`config.mk`:
```
export PLATFORM = sky130hd
export DESIGN_NAME = pad_in_deglitch
export DESIGN_NICKNAME = d
export VERILOG_FILES = /design/src/rtl/dm_io_pkg.sv /design/src/rtl/bit_sync.sv /design/src/rtl/pad_in_deglitch.sv
export SDC_FILE = /design/constraint.sdc
export NUM_CORES = 1
export LEC_CHECK = 0
export BUFFER_PORTS_ARGS = -buffer_cell sky130_fd_sc_hd__buf_4
export CORE_AREA = 2 2 39 41
export CTS_CLUSTER_SIZE = 30
export DETAILED_ROUTE_END_ITERATION = 6
export DIE_AREA = 0 0 41 43
export GPL_TIMING_DRIVEN = 0
export PLACE_DENSITY = 0.73
export REMOVE_ABC_BUFFERS = 1
export SLEW_MARGIN = 20
export SYNTH_ARGS = -nofsm -noshare
export SYNTH_HDL_FRONTEND = slang
export SYNTH_SLANG_ARGS = --single-unit
```
`constraint.sdc`:
```
create_clock -name clk -period 1.32 [get_ports clk]
set_input_delay 0.132 -clock clk [delete_from_list [all_inputs] [get_ports clk]]
set_output_delay 0.132 -clock clk [all_outputs]
set_load 0.05 [all_outputs]
```
`src/rtl/dm_io_pkg.sv`:
```
// Shared definitions for the DMInterface pad-input blocks.
// Holds the deglitch filter state encoding and the default
// synchroniser depth and filter length.
package dm_io_pkg;

  typedef enum logic [1:0] {
    ST_LO   = 2'd0,
    QUAL_HI = 2'd1,
    ST_HI   = 2'd2,
    QUAL_LO = 2'd3
  } filt_state_e;

  localparam int SYNC_STAGES_DEF   = 2;
  localparam int FILTER_CYCLES_DEF = 16;

endpackage

```
`src/rtl/bit_sync.sv`:
```
// Single-bit multi-flop synchroniser for an asynchronous pad level.
// Pure flop chain, reset value 0; reused for every DMInterface pad input.
// Only the path from d into the first stage is meant to be constrained
// as asynchronous; stage-to-stage paths are ordinary same-clock paths.
module bit_sync #(
  parameter int SYNC_STAGES = 2
) (
  input  logic clk,
  input  logic rst,
  input  logic d,
  output logic q
);

  (* synchronizer = "true" *) logic [SYNC_STAGES-1:0] sync_q;

  // Shift the pad level through the chain with no logic between stages.
  always_ff @(posedge clk) begin
    if (rst) begin
      sync_q <= '0;
    end else begin
      sync_q <= {sync_q[SYNC_STAGES-2:0], d};
    end
  end

  assign q = sync_q[SYNC_STAGES-1];

endmodule

```
`src/rtl/pad_in_deglitch.sv`:
```
// Pad input conditioner: synchronises pad_y into the clk domain and only
// accepts a new level after FILTER_CYCLES consecutive matching samples.
// Produces a clean level plus one-cycle rise/fall strobes.
// Optional rising-edge counter is compiled in with PAD_IN_EDGE_COUNT_EN.
// Handshake note: there is no valid/ready interface here; rise_pulse and
// fall_pulse are single-cycle strobes aligned with the first cycle of the
// new level_out value and are never asserted together.
module pad_in_deglitch
  import dm_io_pkg::*;
#(
  parameter int SYNC_STAGES   = SYNC_STAGES_DEF,
  parameter int FILTER_CYCLES = FILTER_CYCLES_DEF,
  parameter int CNT_WIDTH     = 16,
  localparam int QW           = $clog2(FILTER_CYCLES + 1)
) (
  input  logic                 clk,
  input  logic                 rst,
  input  logic                 pad_y,
  input  logic                 count_clr,
  output logic                 level_out,
  output logic                 rise_pulse,
  output logic                 fall_pulse,
`ifdef PAD_IN_EDGE_COUNT_EN
  output logic [CNT_WIDTH-1:0] edge_count,
`endif
  output filt_state_e          state_dbg,
  output logic [QW-1:0]        qcnt_dbg
);

  localparam logic [QW-1:0] QONE = QW'(1);
  localparam logic [QW-1:0] QMAX = QW'(FILTER_CYCLES);

  logic            s;
  filt_state_e     state_q, state_d;
  logic [QW-1:0]   qcnt_q, qcnt_d;
  logic            level_d, rise_d, fall_d;

  bit_sync #(
    .SYNC_STAGES(SYNC_STAGES)
  ) u_sync (
    .clk(clk),
    .rst(rst),
    .d  (pad_y),
    .q  (s)
  );

  // Next-state, qualification count and strobe decode for the filter.
  always_comb begin
    state_d = state_q;
    qcnt_d  = qcnt_q;
    rise_d  = 1'b0;
    fall_d  = 1'b0;
    unique case (state_q)
      ST_LO: begin
        if (s) begin
          if (FILTER_CYCLES == 1) begin
            state_d = ST_HI;
            qcnt_d  = '0;
            rise_d  = 1'b1;
          end else begin
            state_d = QUAL_HI;
            qcnt_d  = QONE;
          end
        end
      end
      QUAL_HI: begin
        if (!s) begin
          state_d = ST_LO;
          qcnt_d  = '0;
        end else if (qcnt_q + QONE == QMAX) begin
          state_d = ST_HI;
          qcnt_d  = '0;
          rise_d  = 1'b1;
        end else begin
          qcnt_d = qcnt_q + QONE;
        end
      end
      ST_HI: begin
        if (!s) begin
          if (FILTER_CYCLES == 1) begin
            state_d = ST_LO;
            qcnt_d  = '0;
            fall_d  = 1'b1;
          end else begin
            state_d = QUAL_LO;
            qcnt_d  = QONE;
          end
        end
      end
      QUAL_LO: begin
        if (s) begin
          state_d = ST_HI;
          qcnt_d  = '0;
        end else if (qcnt_q + QONE == QMAX) begin
          state_d = ST_LO;
          qcnt_d  = '0;
          fall_d  = 1'b1;
        end else begin
          qcnt_d = qcnt_q + QONE;
        end
      end
      default: begin
        state_d = ST_LO;
        qcnt_d  = '0;
      end
    endcase
    level_d = (state_d == ST_HI) || (state_d == QUAL_LO);
  end

  // Filter state, counter and registered outputs; reset drops everything.
  always_ff @(posedge clk) begin
    if (rst) begin
      state_q    <= ST_LO;
      qcnt_q     <= '0;
      level_out  <= 1'b0;
      rise_pulse <= 1'b0;
      fall_pulse <= 1'b0;
    end else begin
      state_q    <= state_d;
      qcnt_q     <= qcnt_d;
      level_out  <= level_d;
      rise_pulse <= rise_d;
      fall_pulse <= fall_d;
    end
  end

`ifdef PAD_IN_EDGE_COUNT_EN
  // Count qualified rising edges; a clear coinciding with a rise leaves 1.
  always_ff @(posedge clk) begin
    if (rst) begin
      edge_count <= '0;
    end else if (count_clr) begin
      edge_count <= rise_pulse ? CNT_WIDTH'(1) : '0;
    end else if (rise_pulse) begin
      edge_count <= edge_count + CNT_WIDTH'(1);
    end
  end
`else
  logic                 unused_count_clr;
  logic [CNT_WIDTH-1:0] unused_cnt_width;
  assign unused_count_clr = count_clr;
  assign unused_cnt_width = '0;
`endif

  assign state_dbg = state_q;
  assign qcnt_dbg  = qcnt_q;

endmodule

```
==> flow_summary.yaml, run 1 <==
min_path:
  hp-class: "primary input to flop"
  hold_depth: 2
  hold_start: "pad_y"
  hold_end: "u_sync.sync_q[0]"
clock_tree:
  cts_root_buf: "clkbuf_4"
  cts_sinks: 12
  cts_tree: "done"
  clock_path_buffers: 2
  postCtsHoldBufs: 0
  clk_latency_ns: 0.28
  clkTransAtPathRegs_ns: 0.07
  htree_num_levels: 1
  cts_setup_buffers: 0
  numCtsBuffers: 3
  cts_resized: 3
grt:
  met2_usage: 0.184
  use_met1: 0.171
  antenna_found_initial: 0
  grt_pass1_vias: 399
  grt_max_degree: 14
  grt_usage: 0.137
  grt_busiest_layer: "met2"
  grt_pass1_wl_um: 1590
  grt-ovfl-total: 0
  met3_usage: 0.0471
sta:
  fmax_mhz: 789
  hold_violations: 0
  worst_slew_pin_slew_ns: 0.298
  period_share: 0.960
  clock_skew_ns: 0.00154
  setup_viol: 0
  relSlewSlack: 0.801
  maxSlewViolCount: 0
  fin_ws_ns: 0.0528
  post-route-min-period_ns: 1.27
critical_path:
  rr_endpoint: "qcnt_dbg[4]"
  critical_path_arrival_ns: 1.45
  critical_path_class: "flop to flop"
  path_max_fanout: 7
  crit_path_start_kind: "flop"
  rr_startpoint: "qcnt_dbg[0]"
  worstRegToRegCells: 5
  regToRegSetupSlack_ns: 0.05
  worst_ep_required_time_ns: 1.50
  endpoint_kind: "flop"
route:
  drtAntennaViolNets: 0
  viasPerCell: 5.44
  drcViolationCount: 0
  dr.pass1.iters: 4
  drt_iter0_markers: 6
  wire_per_inst_um: 12.2
  vias: 468
  drt_wl_total_um: 1050
finish:
  utilization: 0.498
  layout_commonest_cell: "buf_4"
  final_cell_mix: "12 x buf_4, 9 x dfxtp_1, 4 x nor2_1, 4 x a21oi_1"
  drive_gt1_frac: 0.371
  nNetsFinal: 76
  fillers: 130
  instances_no_fill: 86
  area_delta_synth_final_pct: 32.5
  antennaDiodeCount: 0
place:
  gp_congestion: 0.728
  port-buffer-count: 12
  dp_cells: 82
  post-place-ws_ns: -0.0858
floorplan:
  die_w_um: 41
  fp.dieH_um: 43
  start_util: 0.376
  die_area_um2: 1760
  io_pins: 14
  placementRows: 14
  core_um2: 1380
logic_synthesis:
  ys_ff_latch: 12
  synthArstFlopShare: 0
  ys_seq_area_frac: 0.462
  syn_area_um2: 520
  synth_edf_count: 0
  syn_inst: 55
  synth_ff_type: "dfxtp_1"
  synth_area_per_cell_um2: 9.46
  yosys_warnings: 0
  synthDistinctLibCells: 26
power_and_ir_drop:
  peakVddDrop_mv: 0.597
  power_mw: 0.704
  leakagePower_nw: 0.267
  power_density_nw_per_um2: 1020
run:
  maxCapViolations: 0
outcome:
  outcome: "completed"
[cell type report]
type / count / area, um2 / area share
well taps: 16 / 20.0 / 0.0290
flip-flops and latches: 12 / 244 / 0.354
multi-input cells: 40 / 292 / 0.423
repair buffers: 12 / 90.1 / 0.131
inverters: 2 / 7.51 / 0.0109
clock buffers: 4 / 36.3 / 0.0526
[metal layers]
layer | wire length, um | share of wire | up-vias
li1 | - | - | 232
met1 | 507 | 0.48 | 216
met2 | 441 | 0.42 | 15
met3 | 60 | 0.057 | 5
met4 | 36 | 0.034 | 0
met5 | 0 | 0 | -
[synthesized netlist by cell type, types with 2 or more instances]
cell type,number,area [um2]
nor2b_1,2,12.5
nand2b_1,2,12.5
nor2_1,4,15.0
mux2i_1,2,20.0
nand2_1,2,7.51
dfxtp_1,12,240
nor4b_1,2,17.5
inv_1,2,7.51
nor3_1,2,10.0
nand3b_1,3,22.5
o21ai_0,3,15.0
a21oi_1,4,20.0
nand3_1,2,10.0
[where the power goes]
part / internal, mW / switching [mW] / total, mW
clock: 0.168 / 0.124 / 0.292
sequential: 0.367 / 0.00694 / 0.374
combinational: 0.0150 / 0.0230 / 0.0380
[kinds of logic after synthesis]
| kind of cell | Yosys count | share of synthesized area |
|---|---|---|
| multiplexers | 2 | 0.0385 |
| adder cells (fa/ha/maj) | 1 | 0.0240 |
| AND/OR/NAND/NOR | 23 | 0.269 |
| AO/OA/AOI/OAI | 12 | 0.151 |
| buffers and inverters | 3 | 0.0216 |
| flip-flops | 12 | 0.462 |
| XOR/XNOR | 2 | 0.0337 |
[metrics by stage]
step           instance area [um2]  hold WS, ns  TNS, ns
2_1_floorplan                  517        0.201    -2.02
3_3_place_gp                   627        0.350  -0.0841
3_5_place_dp                   627        0.352   -0.358
4_1_cts                        668       0.0602        0
5_1_grt                        689       0.0651  -0.0210
6_report                       689       0.0629        0
[registers in the layout, indices dropped and copies added (netlist names)]
signal / cells
fall_pulse: 1
rise_pulse: 1
u_sync.sync_q: 2
qcnt_dbg: 5
state_dbg: 2
level_out: 1
[worst max-delay path, stage by stage (launching register included)]
cell and delay, ns:
dfxtp_2 0.36, ha_1 0.23, and2_4 0.19, o21ai_0 0.07, a32oi_1 0.08, o41ai_1 0.24
[worst max path at each step]
stage                startpoint     endpoint  slack [ns]  depth (start not counted)
floorplan           qcnt_dbg[1]  qcnt_dbg[4]       -0.29                          5
global placement    qcnt_dbg[1]  qcnt_dbg[4]       -0.04                          4
detailed placement  qcnt_dbg[0]  qcnt_dbg[4]       -0.09                          5
CTS                 qcnt_dbg[3]   rise_pulse        0.02                          4
global route        qcnt_dbg[0]   fall_pulse       -0.02                          4
finish              qcnt_dbg[0]  qcnt_dbg[4]        0.05                          5
No activity file was read; power rests on OpenSTA's default activity.
==> run 2, diff against run 1 <==
CELL_PAD_IN_SITES_DETAIL_PLACEMENT = 0   (was default)
CELL_PAD_IN_SITES_GLOBAL_PLACEMENT = 1   (was default)
CORE_AREA = default   (was 2 2 39 41)
CORE_MARGIN = 2   (was default)
CORE_UTILIZATION = 35   (was default)
DIE_AREA = default   (was 0 0 41 43)
PLACE_DENSITY = 0.83   (was 0.73)
==> run 2 against run 1 <==
Worst hold slack better by 0.0081 ns. Die area increased by 2.8%. Clock power about the same. Power increased by 0.48%. Cell count is 2.3% higher. Combinational power is 16% higher. Wire length fell by 2.2%. Design area is 4.4% higher. Sequential share of layout area decreased by 0.78 points. Clock skew is essentially flat. Critical path type unchanged. Critical endpoint unchanged. Largest cell class unchanged.
==> flow_summary.yaml, run 2 (synthesis results as in run 1) <==
power_and_ir_drop:
  leakagePower_nw: 0.282
  power_density_nw_per_um2: 983
  peakVddDrop_mv: 0.495
finish:
  nNetsFinal: 79
  layout_commonest_cell: "buf_4"
  drive_gt1_frac: 0.397
  fin_area_um2: 719
  instances_no_fill: 88
  largest_register_ff_count: 5
  fillers: 117
  antennaDiodeCount: 0
  final_cell_mix: "15 x buf_4, 9 x dfxtp_1, 4 x nor2_1, 4 x a21oi_1"
  area_delta_synth_final_pct: 38.2
clock_tree:
  cts_root_buf: "clkbuf_4"
  cts_tree: "done"
  clock_path_buffers: 2
  clkTransAtPathRegs_ns: 0.08
  postCtsHoldBufs: 0
  htree_num_levels: 1
  numCtsBuffers: 3
  clk_latency_ns: 0.27
  cts_sinks: 12
place:
  port-buffer-count: 12
  hpwlAfterDp_um: 679
  dp_cells: 81
  post-place-ws_ns: -0.0222
  gp_congestion: 0.697
  placed_area_um2: 626
critical_path:
  worst_ep_required_time_ns: 1.49
  endpoint_kind: "flop"
  critical_path_class: "flop to flop"
  worstRegToRegCells: 5
  crit_path_start_kind: "flop"
  path_max_fanout: 5
  critical_path_arrival_ns: 1.42
outcome:
  outcome: "completed"
sta:
  period_share: 0.941
  relSlewSlack: 0.817
  tns_ns: 0
  worst_slew_pin_slew_ns: 0.273
  fin_ws_ns: 0.0784
  hold_violations: 0
  clock_skew_ns: 0.00169
  fmax_mhz: 805
  post-route-min-period_ns: 1.24
  holdWs_ns: 0.0710
  maxSlewViolCount: 0
  rsz0062_at_grt: "false"
  setup_viol: 0
grt:
  antenna_found_initial: 0
  grt_pass1_vias: 329
  grt_max_degree: 14
  grt_pass1_wl_um: 1490
  grt-ovfl-total: 0
  grt_usage: 0.112
floorplan:
  placementRows: 13
  fp.dieH_um: 42.6
  io_pins: 14
  start_util: 0.386
  die_w_um: 42.6
  core_um2: 1350
  die_area_um2: 1810
route:
  dr.pass1.iters: 4
  drt_iter0_markers: 7
  vias: 459
  wire_per_inst_um: 11.6
  drt_wl_total_um: 1020
  viasPerCell: 5.22
  drtAntennaViolNets: 0
  drcViolationCount: 0
run:
  maxCapViolations: 0
min_path:
  hp-class: "primary input to flop"
  hold_depth: 2
## run 2: cell count changes in the layout (fill, tap and decap cells not counted), sizes merged
| cell | change |
|---|---|
| buf | +3 |
## run 2: critical path, cell delays in order, from the launching register on
cell     delay (ns)
dfxtp_4        0.37
ha_4           0.16
and2_4         0.17
o21ai_2        0.05
a32oi_1        0.06
o41ai_1        0.33
## run 2: layout make-up
type	instances	area, um2	area share
Multi-Input combinational cell	40	295	0.410
Sequential cell	12	249	0.346
Timing Repair Buffer	15	113	0.157
Clock buffer	4	36.3	0.0504
Tap cell	15	18.8	0.0261
Inverter	2	7.51	0.0104
## run 2: stage by stage
step / utilization / total power, mW
after floorplan: - / 0.402
after global placement: 0.463 / 0.419
after detailed placement: 0.463 / 0.419
after CTS: 0.492 / 0.709
after global routing: 0.533 / 0.735
final: 0.533 / 0.707
## run 2: power breakdown
group / switching (mW) / internal, mW / total (mW)
combinational: 0.0252 / 0.0190 / 0.0442
sequential: 0.00614 / 0.364 / 0.370
clock: 0.125 / 0.168 / 0.293
total: 0.157 / 0.551 / 0.707
## run 2: path summary, 6_finish.rpt
path	slack (ns)	to	start
hold / removal	0.07	u_sync.sync_q[0]	pad_y
hold reg to reg	0.44	u_sync.sync_q[1]	u_sync.sync_q[0]
setup / recovery	0.08	qcnt_dbg[4]	qcnt_dbg[1]
setup reg to reg	0.08	qcnt_dbg[4]	qcnt_dbg[1]
## run 2: what timing repair did
item	in CTS	in global routing
gates resized for setup	2	9
pin swaps	0	2
endpoints found under the setup margin	5	6
setup buffers	0	3
## run 2: layer usage
metal,GRT usage,part of all wire
met1,0.149,0.47
met2,0.142,0.46
met3,0.0388,0.036
met4,0.0938,0.034
met5,0,0
